### src/rtl/fir_pkg.sv
// Shared constants for the moving-average filter family.
package fir_pkg;

  // Divide rounding modes.
  localparam int unsigned RND_TRUNC   = 0;
  localparam int unsigned RND_HALF_UP = 1;

  // Legal range of log2 window depth.
  localparam int unsigned LGN_MIN = 1;
  localparam int unsigned LGN_MAX = 6;

  // Half of the divisor, added before the shift when rounding half-up.
  function automatic int unsigned round_bias(input int unsigned rnd, input int unsigned lgn);
    return (rnd == RND_HALF_UP) ? (32'd1 << (lgn - 1)) : 32'd0;
  endfunction

endpackage

### src/rtl/dff.sv
// Generic register cell: async active-high reset, sync clear, load enable.
module dff #(
  parameter int unsigned W = 1
) (
  input  logic         clk,
  input  logic         rst,
  input  logic         en,
  input  logic         clr,
  input  logic [W-1:0] d,
  output logic [W-1:0] q
);

  // Clear wins over load so a flush discards a coincident write.
  always_ff @(posedge clk or posedge rst) begin
    if (rst) begin
      q <= '0;
    end else if (clr) begin
      q <= '0;
    end else if (en) begin
      q <= d;
    end
  end

endmodule

### src/rtl/mavg_ring.sv
// Circular sample buffer of 2**lgN entries built from dff cells.
// rdata is the entry at wr_ptr, i.e. the sample about to be evicted.
module mavg_ring
  import fir_pkg::*;
#(
  parameter int unsigned bW  = 8,
  parameter int unsigned lgN = 3
) (
  input  logic           clk,
  input  logic           rst,
  input  logic           we,
  input  logic [bW-1:0]  wdata,
  input  logic           clear,
  output logic [bW-1:0]  rdata,
  output logic [lgN-1:0] wr_ptr
);

  localparam int unsigned N = 1 << lgN;

  logic [bW-1:0]  mem [N];
  logic [N-1:0]   cell_en;
  logic [lgN-1:0] ptr_next;

  // One-hot write enable for the slot under the write pointer.
  always_comb begin
    cell_en = '0;
    for (int i = 0; i < N; i++) begin
      cell_en[i] = we && (wr_ptr == lgN'(i));
    end
  end

  for (genvar g = 0; g < N; g++) begin : g_cell
    dff #(.W(bW)) u_cell (
      .clk (clk),
      .rst (rst),
      .en  (cell_en[g]),
      .clr (clear),
      .d   (wdata),
      .q   (mem[g])
    );
  end

  // Pointer is exactly lgN bits, so the increment wraps N-1 -> 0.
  assign ptr_next = wr_ptr + lgN'(1);

  dff #(.W(lgN)) u_ptr (
    .clk (clk),
    .rst (rst),
    .en  (we),
    .clr (clear),
    .d   (ptr_next),
    .q   (wr_ptr)
  );

  assign rdata = mem[wr_ptr];

endmodule

### src/rtl/mavg_filter.sv
// Moving-average filter over the last 2**lgN accepted samples.
// Running sum is bW+lgN bits, which holds N full-scale samples exactly.
module mavg_filter
  import fir_pkg::*;
#(
  parameter int unsigned bW  = 8,
  parameter int unsigned lgN = 3,
  parameter int unsigned rnd = 0
) (
  input  logic          clk,
  input  logic          rst,
  input  logic          x_valid,
  input  logic [bW-1:0] x,
  input  logic          clear,
  output logic [bW-1:0] y,
  output logic          y_valid,
  output logic          win_full
);

  localparam int unsigned N    = 1 << lgN;
  localparam int unsigned SW   = bW + lgN;
  localparam int unsigned BIAS = round_bias(rnd, lgN);
  localparam logic [lgN:0] FULL = (lgN + 1)'(N);

  logic           accept;
  logic [bW-1:0]  oldest;
  logic [lgN-1:0] wr_ptr;
  logic           unused_ptr;

  logic [SW-1:0]  sum_q, sum_d;
  logic [SW:0]    biased;
  logic [bW:0]    quot;
  logic [bW-1:0]  y_q, y_d;
  logic           y_valid_q;
  logic [lgN:0]   fill_q, fill_d;
  logic           win_full_q;

  // Clear discards any sample presented on the same edge.
  assign accept = x_valid && !clear;

  mavg_ring #(.bW(bW), .lgN(lgN)) u_ring (
    .clk    (clk),
    .rst    (rst),
    .we     (accept),
    .wdata  (x),
    .clear  (clear),
    .rdata  (oldest),
    .wr_ptr (wr_ptr)
  );

  assign unused_ptr = ^wr_ptr;

  // Next sum, rounded quotient and saturating fill count.
  always_comb begin
    sum_d  = sum_q + SW'(x) - SW'(oldest);
    biased = {1'b0, sum_d} + (SW + 1)'(BIAS);
    quot   = biased[SW:lgN];
    y_d    = quot[bW] ? {bW{1'b1}} : quot[bW-1:0];
    fill_d = (fill_q == FULL) ? fill_q : fill_q + (lgN + 1)'(1);
  end

  // Output and accumulator registers; everything holds without an accept.
  always_ff @(posedge clk or posedge rst) begin
    if (rst) begin
      sum_q      <= '0;
      y_q        <= '0;
      y_valid_q  <= 1'b0;
      fill_q     <= '0;
      win_full_q <= 1'b0;
    end else if (clear) begin
      sum_q      <= '0;
      y_q        <= '0;
      y_valid_q  <= 1'b0;
      fill_q     <= '0;
      win_full_q <= 1'b0;
    end else begin
      y_valid_q <= accept;
      if (accept) begin
        sum_q      <= sum_d;
        y_q        <= y_d;
        fill_q     <= fill_d;
        win_full_q <= (fill_d == FULL);
      end
    end
  end

  assign y        = y_q;
  assign y_valid  = y_valid_q;
  assign win_full = win_full_q;

endmodule

### config.mk
export PLATFORM = sky130hd
export DESIGN_NAME = mavg_filter
export DESIGN_NICKNAME = d
export VERILOG_FILES = /design/src/rtl/fir_pkg.sv /design/src/rtl/dff.sv /design/src/rtl/mavg_ring.sv /design/src/rtl/mavg_filter.sv
export SDC_FILE = /design/constraint.sdc
export NUM_CORES = 1
export LEC_CHECK = 0
export BUFFER_PORTS_ARGS = -buffer_cell sky130_fd_sc_hd__buf_2
export CAP_MARGIN = 10
export CORE_MARGIN = 4
export CORE_UTILIZATION = 41
export CTS_BUF_LIST = sky130_fd_sc_hd__clkbuf_8
export CTS_CLUSTER_SIZE = 25
export DETAILED_ROUTE_END_ITERATION = 7
export GPL_ROUTABILITY_DRIVEN = 0
export GPL_TIMING_DRIVEN = 1
export PLACE_DENSITY = 0.56
export SETUP_SLACK_MARGIN = 0.02
export SLEW_MARGIN = 0
export SYNTH_ARGS = -nofsm -noshare
export SYNTH_HDL_FRONTEND = slang
export SYNTH_HIERARCHICAL = 1
export SYNTH_SLANG_ARGS = --single-unit
### constraint.sdc
create_clock -name clk -period 3.7 [get_ports clk]
set_input_delay 0.37 -clock clk [delete_from_list [all_inputs] [get_ports clk]]
set_output_delay 0.37 -clock clk [all_outputs]
set_load 0.02 [all_outputs]
==> results.sh, run 1 <==
export IMPL_final_util=0.464
export IMPL_drt_antenna_violating_nets=0
export IMPL_timing_reg2reg_worst_path_depth=12
export IMPL_global_route_peak_usage_layer="met2"
export IMPL_cts_htree_levels=3
export IMPL_die_area_um2=13900
export IMPL_grt_usage=0.162
export IMPL_floorplan_die_height_um=118
export IMPL_ys_warnings_count=6
export IMPL_drt_total_wl_mm=10.6
export IMPL_synth_top_cells_by_area="sky130_fd_sc_hd__dfrtp_1 (42%), sky130_fd_sc_hd__mux2i_1 (15%), sky130_fd_sc_hd__mux4_1 (8.5%)"
export IMPL_hold_path_depth=2
export IMPL_num_antenna_cells=0
export IMPL_worst_path_max_fanout=4
export IMPL_seq_power_share=0.376
export IMPL_port_buffers=21
export IMPL_ys_types=39
export IMPL_global_route_track_usage_on_met3=0.0389
export IMPL_cp_arrival_ns=3.77
export IMPL_sequential_element_share_of_the_synthesized_area=0.425
export IMPL_final_hold_worst_slack_ns=0.256
export IMPL_grt_met2_use=0.246
export IMPL_route_detailed_wl_per_inst_um=17.5
export IMPL_clock_latency_ns=0.37
export IMPL_maxCapViolations=0
export IMPL_die_width_um=118
export IMPL_p_per_area_nw_per_um2=502
export IMPL_final_count_of_negative_setup_slack_endpoints=0
export IMPL_via_count=3134
export IMPL_grt_pass1_vias=3258
export IMPL_report_final_hold_viol_count=0
export IMPL_i_o_pin_count=22
export IMPL_finalWorstPathRequiredPeriod_ns=3.53
export IMPL_cts_tree="yes"
export IMPL_avgViaCountPerCell=5.17
export IMPL_p_total_mw=2.71
export IMPL_design_core_area_um2=11600
export IMPL_fin_tns_setup_ns=0
export IMPL_area_delta_synth_final_pct=8.95
export IMPL_yosysTopAreaCell="sky130_fd_sc_hd__dfrtp_1"
export IMPL_swShare=0.351
export IMPL_worstMarginPinSlew_ns=0.869
export IMPL_worstSetupEndpointType="flop"
export IMPL_initial_antenna_violation_count=0
export IMPL_p_leak_nw=2.57
export IMPL_timing_hold_worst_class="in -> reg"
export IMPL_p_switching_uw=950
export IMPL_layout_nets=497
export IMPL_max_freq_mhz=283
export IMPL_fp_row_count=39
export IMPL_syn_inst=443
export IMPL_report_final_slew_viol_count=0
export IMPL_final_critical_path_setup_slack_ns=0.170
export IMPL_clock_tree_root_cell="sky130_fd_sc_hd__clkbuf_8"
export IMPL_critPathRequiredTime_ns=3.94
export IMPL_initial_utilization=0.426
export IMPL_clk_pin_slew_worst_paths_ns=0.09
export IMPL_detail_route_drc_violations=0
export IMPL_detailedPlace_worstSlack_ns=0.0921
export IMPL_grt_start_max_net_pins=83
export IMPL_first_pass_grt_wire_length_mm=17.6
export IMPL_mappedNetlistNets=482
export IMPL_count_of_state_elements_after_synthesis=84
export IMPL_crit_path_start_kind="flop"
export IMPL_final_layout_size_suffix_gt1_frac=0.158
export IMPL_max_clock_buf_depth=2
export IMPL_share_clk_of_total_power=0.251
export IMPL_synth_edff_count=0
export IMPL_dp_hpwl_mm=7.64
export IMPL_most_frequent_cells_after_synthesis="sky130_fd_sc_hd__dfrtp_1 (84), sky130_fd_sc_hd__nor2_1 (83), sky130_fd_sc_hd__mux2i_1 (75)"
export IMPL_fin_skew_ns=0.0109
export IMPL_power_share_combinational=0.372
export IMPL_post_synth_top_area_fraction=0.425
export IMPL_syn_std_cell_area_um2=4950
export IMPL_yosys_cell_count_top_type="sky130_fd_sc_hd__dfrtp_1"
export IMPL_synth_async_reset_ratio=1.00
export IMPL_dr_pass1_iters=4
export IMPL_grt_overflow_total=0
export IMPL_slew_headroom=0.421
export IMPL_cell_internal_pwr_mw=1.76
export IMPL_postSynthAreaPerCell_um2=11.2
export IMPL_finalCritPeriodShare=0.954
export IMPL_vdd_ir_drop_worst_uv=263
export IMPL_cts_made_buffers=9
export IMPL_dominantRegCellSynth="sky130_fd_sc_hd__dfrtp_1"
export IMPL_worst_setup_path_type="reg -> reg"
export IMPL_gr_usage_met1=0.234
export IMPL_run_status="finished clean"
export IMPL_number_of_drc_markers_after_the_initial_detailed_route_iteration=141
export IMPL_clock_sink_count=84
flip-flops by register name (all words and copies together), names as in the netlist:
register / flops
u_ring/u_ptr/q: 3
sum_q: 11
win_full: 1
u_ring/g_cell.u_cell/q: 64
fill_q: 4
y_valid: 1
per-stage QoR:
step	std cells	instance area, µm²
4_1_cts	603	5320
5_1_grt	606	5390
3_5_place_dp	586	5100
6_report	606	5390
2_1_floorplan	443	4950
3_3_place_gp	586	5100
cells by family (layout without fill, tap and decap cells):
kind of cell | after synthesis | after routing | synth area share
buf+inv | 82 | 102 | 0.0857
fa+ha+maj | 27 | 27 | 0.0804
flops | 84 | 84 | 0.425
xor+xnor | 10 | 10 | 0.0177
compound gates | 28 | 28 | 0.0389
mux | 102 | 102 | 0.262
simple gates | 110 | 110 | 0.0912
layer usage:
| metal | vias up | part of all wire |
|---|---|---|
| met1 | 1555 | 0.49 |
| li1 | 1504 | - |
| met4 | 0 | 0.0085 |
| met2 | 66 | 0.45 |
| met5 | - | 0 |
| met3 | 9 | 0.047 |
worst max-delay path, cell delays in order (launching register included):
cell,delay (ns)
sky130_fd_sc_hd__dfrtp_2,0.43
sky130_fd_sc_hd__buf_6,0.14
sky130_fd_sc_hd__mux4_1,0.55
sky130_fd_sc_hd__mux2_2,0.30
sky130_fd_sc_hd__fa_1,0.48
sky130_fd_sc_hd__inv_1,0.04
sky130_fd_sc_hd__ha_1,0.24
sky130_fd_sc_hd__a211oi_2,0.24
sky130_fd_sc_hd__nor2_2,0.08
sky130_fd_sc_hd__a21bo_1,0.20
sky130_fd_sc_hd__a31oi_2,0.16
sky130_fd_sc_hd__mux2i_1,0.22
sky130_fd_sc_hd__mux2_1,0.33
power groups by stage:
| stage | Clock [mW] | Sequential, mW | Combinational (mW) |
|---|---|---|---|
| after floorplan | 0 | 1.02 | 0.781 |
| after global placement | 0 | 1.04 | 0.951 |
| after detailed placement | 0 | 1.04 | 0.966 |
| after CTS | 0.709 | 1.02 | 0.974 |
| after global routing | 0.744 | 1.03 | 1.14 |
| final | 0.681 | 1.02 | 1.01 |
cell usage in the layout (no fill, tap or decap), types with 8 or more instances in the layout:
cell type / synthesis / final
sky130_fd_sc_hd__mux2i_1: 75 / 75
sky130_fd_sc_hd__clkbuf_8: 0 / 9
sky130_fd_sc_hd__nand2_1: 9 / 9
sky130_fd_sc_hd__nor2_1: 83 / 82
sky130_fd_sc_hd__mux2_2: 10 / 8
sky130_fd_sc_hd__buf_2: 2 / 21
sky130_fd_sc_hd__buf_4: 8 / 9
sky130_fd_sc_hd__dfrtp_1: 84 / 83
sky130_fd_sc_hd__ha_1: 19 / 17
sky130_fd_sc_hd__a21oi_1: 10 / 10
sky130_fd_sc_hd__mux4_1: 16 / 15
sky130_fd_sc_hd__inv_1: 50 / 50
worst paths after layout:
path	startpoint	to	slack [ns]
worst min register to register	win_full	win_full	0.52
worst max register to register	u_ring/u_ptr/q[0]	sum_q[10]	0.17
max in group asynchronous	rst	sum_q[4]	2.51
worst min-delay path	clear	y_valid	0.26
min in group asynchronous	rst	u_ring/u_ptr/q[1]	0.53
worst max-delay path	u_ring/u_ptr/q[0]	sum_q[10]	0.17
timing repair:
| item | CTS | global route |
|---|---|---|
| hold endpoints to repair | 3 | 0 |
| setup buffers | 0 | 2 |
| hold buffers | 1 | 0 |
| endpoints found under the setup margin | 0 | 3 |
| gates resized for setup | 0 | 13 |
area by class of cell:
| class | count | area, µm² |
|---|---|---|
| Timing Repair Buffer | 35 | 259 |
| Tap cell | 143 | 179 |
| Inverter | 51 | 191 |
| Clock inverter | 7 | 78.8 |
| Sequential cell | 84 | 2100 |
| Multi-Input combinational cell | 277 | 2460 |
| Clock buffer | 9 | 124 |
| Fill cell | 1070 | 6220 |
Power figures use the tool's default switching activity.
==> run 2, diff against run 1 <==
--- a/config.mk
+++ b/config.mk
@@ -7,6 +7,8 @@
 export LEC_CHECK = 0
 export BUFFER_PORTS_ARGS = -buffer_cell sky130_fd_sc_hd__buf_2
 export CAP_MARGIN = 10
+export CELL_PAD_IN_SITES_DETAIL_PLACEMENT = 1
+export CELL_PAD_IN_SITES_GLOBAL_PLACEMENT = 1
 export CORE_MARGIN = 4
 export CORE_UTILIZATION = 41
 export CTS_BUF_LIST = sky130_fd_sc_hd__clkbuf_8
@@ -14,7 +16,7 @@
 export DETAILED_ROUTE_END_ITERATION = 7
 export GPL_ROUTABILITY_DRIVEN = 0
 export GPL_TIMING_DRIVEN = 1
-export PLACE_DENSITY = 0.56
+export PLACE_DENSITY = 0.67
 export SETUP_SLACK_MARGIN = 0.02
 export SLEW_MARGIN = 0
 export SYNTH_ARGS = -nofsm -noshare
==> run 2 against run 1 <==
Net effect:
- via count grew 3.0%
- sequential cell count unchanged
- sequential share of layout area rose by 0.40 points
- register-to-register slack better by 0.04 ns
- critical path depth decreased by 1
- largest cell class unchanged
- clock-buffer cell count grew 1
- clock skew is 0.0033 ns higher
- die area unchanged
- critical path type unchanged
- non-clock buffer count fell by 1
==> results.sh, run 2 (synthesis gave the netlist of run 1 again) <==
export IMPL_p_total_mw=2.71
export IMPL_fp_row_count=39
export IMPL_p_per_area_nw_per_um2=509
export IMPL_detail_route_drc_violations=0
export IMPL_clk_pin_slew_worst_paths_ns=0.09
export IMPL_initial_utilization=0.426
export IMPL_top_register_by_number_of_flip_flops="u_ring/g_cell.u_cell/q"
export IMPL_number_of_drc_markers_after_the_initial_detailed_route_iteration=184
export IMPL_maxCapViolations=0
export IMPL_crit_path_start_kind="flop"
export IMPL_clock_sink_count=84
export IMPL_finalWorstPathRequiredPeriod_ns=3.49
export IMPL_die_width_um=118
export IMPL_cts_htree_levels=3
export IMPL_drt_antenna_violating_nets=0
export IMPL_finalCritPeriodShare=0.944
export IMPL_p_switching_uw=987
export IMPL_fin_tns_setup_ns=0
export IMPL_grt_setup_unrepaired="false"
export IMPL_clock_tree_root_cell="sky130_fd_sc_hd__clkbuf_8"
export IMPL_i_o_pin_count=22
export IMPL_worst_path_largest_cell_delay_ns=0.58
export IMPL_worstSetupEndpointType="flop"
export IMPL_report_final_slew_viol_count=0
export IMPL_fillers=1277
export IMPL_grt_start_max_net_pins=83
export IMPL_grt_overflow_total=0
export IMPL_critPathRequiredTime_ns=3.95
export IMPL_final_layout_size_suffix_gt1_frac=0.186
export IMPL_first_pass_grt_wire_length_mm=18.4
export IMPL_mostFrequentLayoutCell="sky130_fd_sc_hd__dfrtp_1"
export IMPL_floorplan_die_height_um=118
export IMPL_slew_headroom=0.419
export IMPL_final_hold_worst_slack_ns=0.374
export IMPL_worstMarginPinSlew_ns=0.872
export IMPL_fin_skew_ns=0.0141
export IMPL_power_share_combinational=0.402
export IMPL_route_detailed_wl_per_inst_um=19.3
export IMPL_initial_antenna_violation_count=0
export IMPL_area_delta_synth_final_pct=7.78
export IMPL_via_count=3229
export IMPL_cts_tree="yes"
export IMPL_crit_slowest_cell="sky130_fd_sc_hd__mux4_1"
export IMPL_cts_made_buffers=9
export IMPL_grt_usage=0.172
export IMPL_swShare=0.364
export IMPL_crit_top_cell="sky130_fd_sc_hd__fa_2"
export IMPL_cp_arrival_ns=3.74
export IMPL_final_count_of_negative_setup_slack_endpoints=0
export IMPL_clock_latency_ns=0.37
export IMPL_critical_path_top_delay_family="multiplexers"
export IMPL_vdd_ir_drop_worst_uv=209
export IMPL_drt_total_wl_mm=11.7
export IMPL_timing_hold_worst_class="in -> reg"
export IMPL_dp_hpwl_mm=8.14
export IMPL_number_of_flip_flops_in_the_largest_register=64
export IMPL_grt_pass1_vias=3269
export IMPL_mostFrequentLayoutCells="sky130_fd_sc_hd__dfrtp_1 (84), sky130_fd_sc_hd__nor2_1 (82), sky130_fd_sc_hd__mux2i_1 (75)"
export IMPL_stdcell_area_um2=5340
export IMPL_worst_path_max_fanout=10
export IMPL_port_buffers=21
export IMPL_max_clock_buf_depth=2
export IMPL_top_regs="u_ring/g_cell.u_cell/q (64), sum_q (11), fill_q (4)"
export IMPL_dr_pass1_iters=4
export IMPL_layout_nets=496
export IMPL_worst_setup_path_type="reg -> reg"
export IMPL_report_final_hold_viol_count=0
export IMPL_p_leak_nw=2.49
export IMPL_num_antenna_cells=0
export IMPL_timing_critical_path_buf_inv=1
export IMPL_avgViaCountPerCell=5.34
export IMPL_cell_internal_pwr_mw=1.73
export IMPL_crit_path_cell_trace="buf_12 > mux4_1 > mux2_2 > fa_2 > fa_2 > nor2b_2 > nor2_1 > o21ai_2 > a31oi_2 > mux2i_1 > mux2_1"
export IMPL_run_status="finished clean"
export IMPL_area_after_detailed_placement_um2=5080
export IMPL_design_core_area_um2=11600
export IMPL_share_clk_of_total_power=0.222
export IMPL_max_freq_mhz=286
export IMPL_seq_power_share=0.376
export IMPL_die_area_um2=13900
## run 2: cell types whose count changed in the layout (fill, tap and decap cells not counted), sizes merged
| cell | previous run | this run |
|---|---|---|
| bufinv | 1 | 0 |
| clkinvlp | 0 | 2 |
| inv | 55 | 53 |
## run 2: layer usage
metal | global-route usage | routed length (µm) | vias to the layer above
li1 | - | - | 1502
met1 | 0.257 | 5890 | 1648
met2 | 0.248 | 5140 | 67
met3 | 0.0303 | 473 | 12
met4 | 0.0637 | 178 | 0
met5 | 0 | 0 | -
## run 2: worst min-delay path: stages
cell and delay (ns):
sky130_fd_sc_hd__buf_2 0.09, sky130_fd_sc_hd__nor2b_1 0.04, sky130_fd_sc_hd__buf_4 0.19
## run 2: path summary, 6_finish.rpt
check                      cells after the start  slack (ns)                           end                    startpoint
max                                           11        0.21                     sum_q[10]             u_ring/u_ptr/q[0]
min                                            3        0.37                       y_valid                         clear
max reg2reg                                   11        0.21                     sum_q[10]             u_ring/u_ptr/q[0]
min reg2reg                                    2        0.52  u_ring/g_cell[0].u_cell/q[3]  u_ring/g_cell[0].u_cell/q[3]
max in group asynchronous                      3        2.42                      sum_q[1]                           rst
min in group asynchronous                      3        0.53             u_ring/u_ptr/q[0]                           rst
## run 2: through the flow
step / worst slack [ns] / util / std cells
2_1_floorplan: 0.0919 / - / 443
3_3_place_gp: 0.0444 / 0.438 / 585
3_5_place_dp: -0.0205 / 0.438 / 585
4_1_cts: 0.0221 / 0.453 / 602
5_1_grt: 0.0176 / 0.459 / 605
6_report: 0.207 / 0.459 / 605
## run 2: cell type report
type	instances	area, µm²	share of cell area
Clock inverter	6	32.5	0.00610
Inverter	51	191	0.0359
Multi-Input combinational cell	277	2470	0.463
Sequential cell	84	2100	0.394
Clock buffer	10	138	0.0258
Tap cell	143	179	0.0335
Timing Repair Buffer	34	221	0.0415
## run 2: what timing repair did
action                                  in CTS  in global routing
pin swaps                                    0                  4
resized for setup                            1                 26
endpoints found under the setup margin       1                  4
hold buffers                                 1                  0
buffers inserted                             0                  3
hold endpoints to repair                     3                  0
## run 2: power groups by stage
stage | registers, mW | logic, mW | clock network, mW
after floorplan | 1.02 | 0.781 | 0
after global placement | 1.03 | 0.948 | 0
after detailed placement | 1.04 | 0.964 | 0
after CTS | 1.02 | 0.977 | 0.627
after global routing | 1.03 | 1.22 | 0.677
final | 1.02 | 1.09 | 0.602
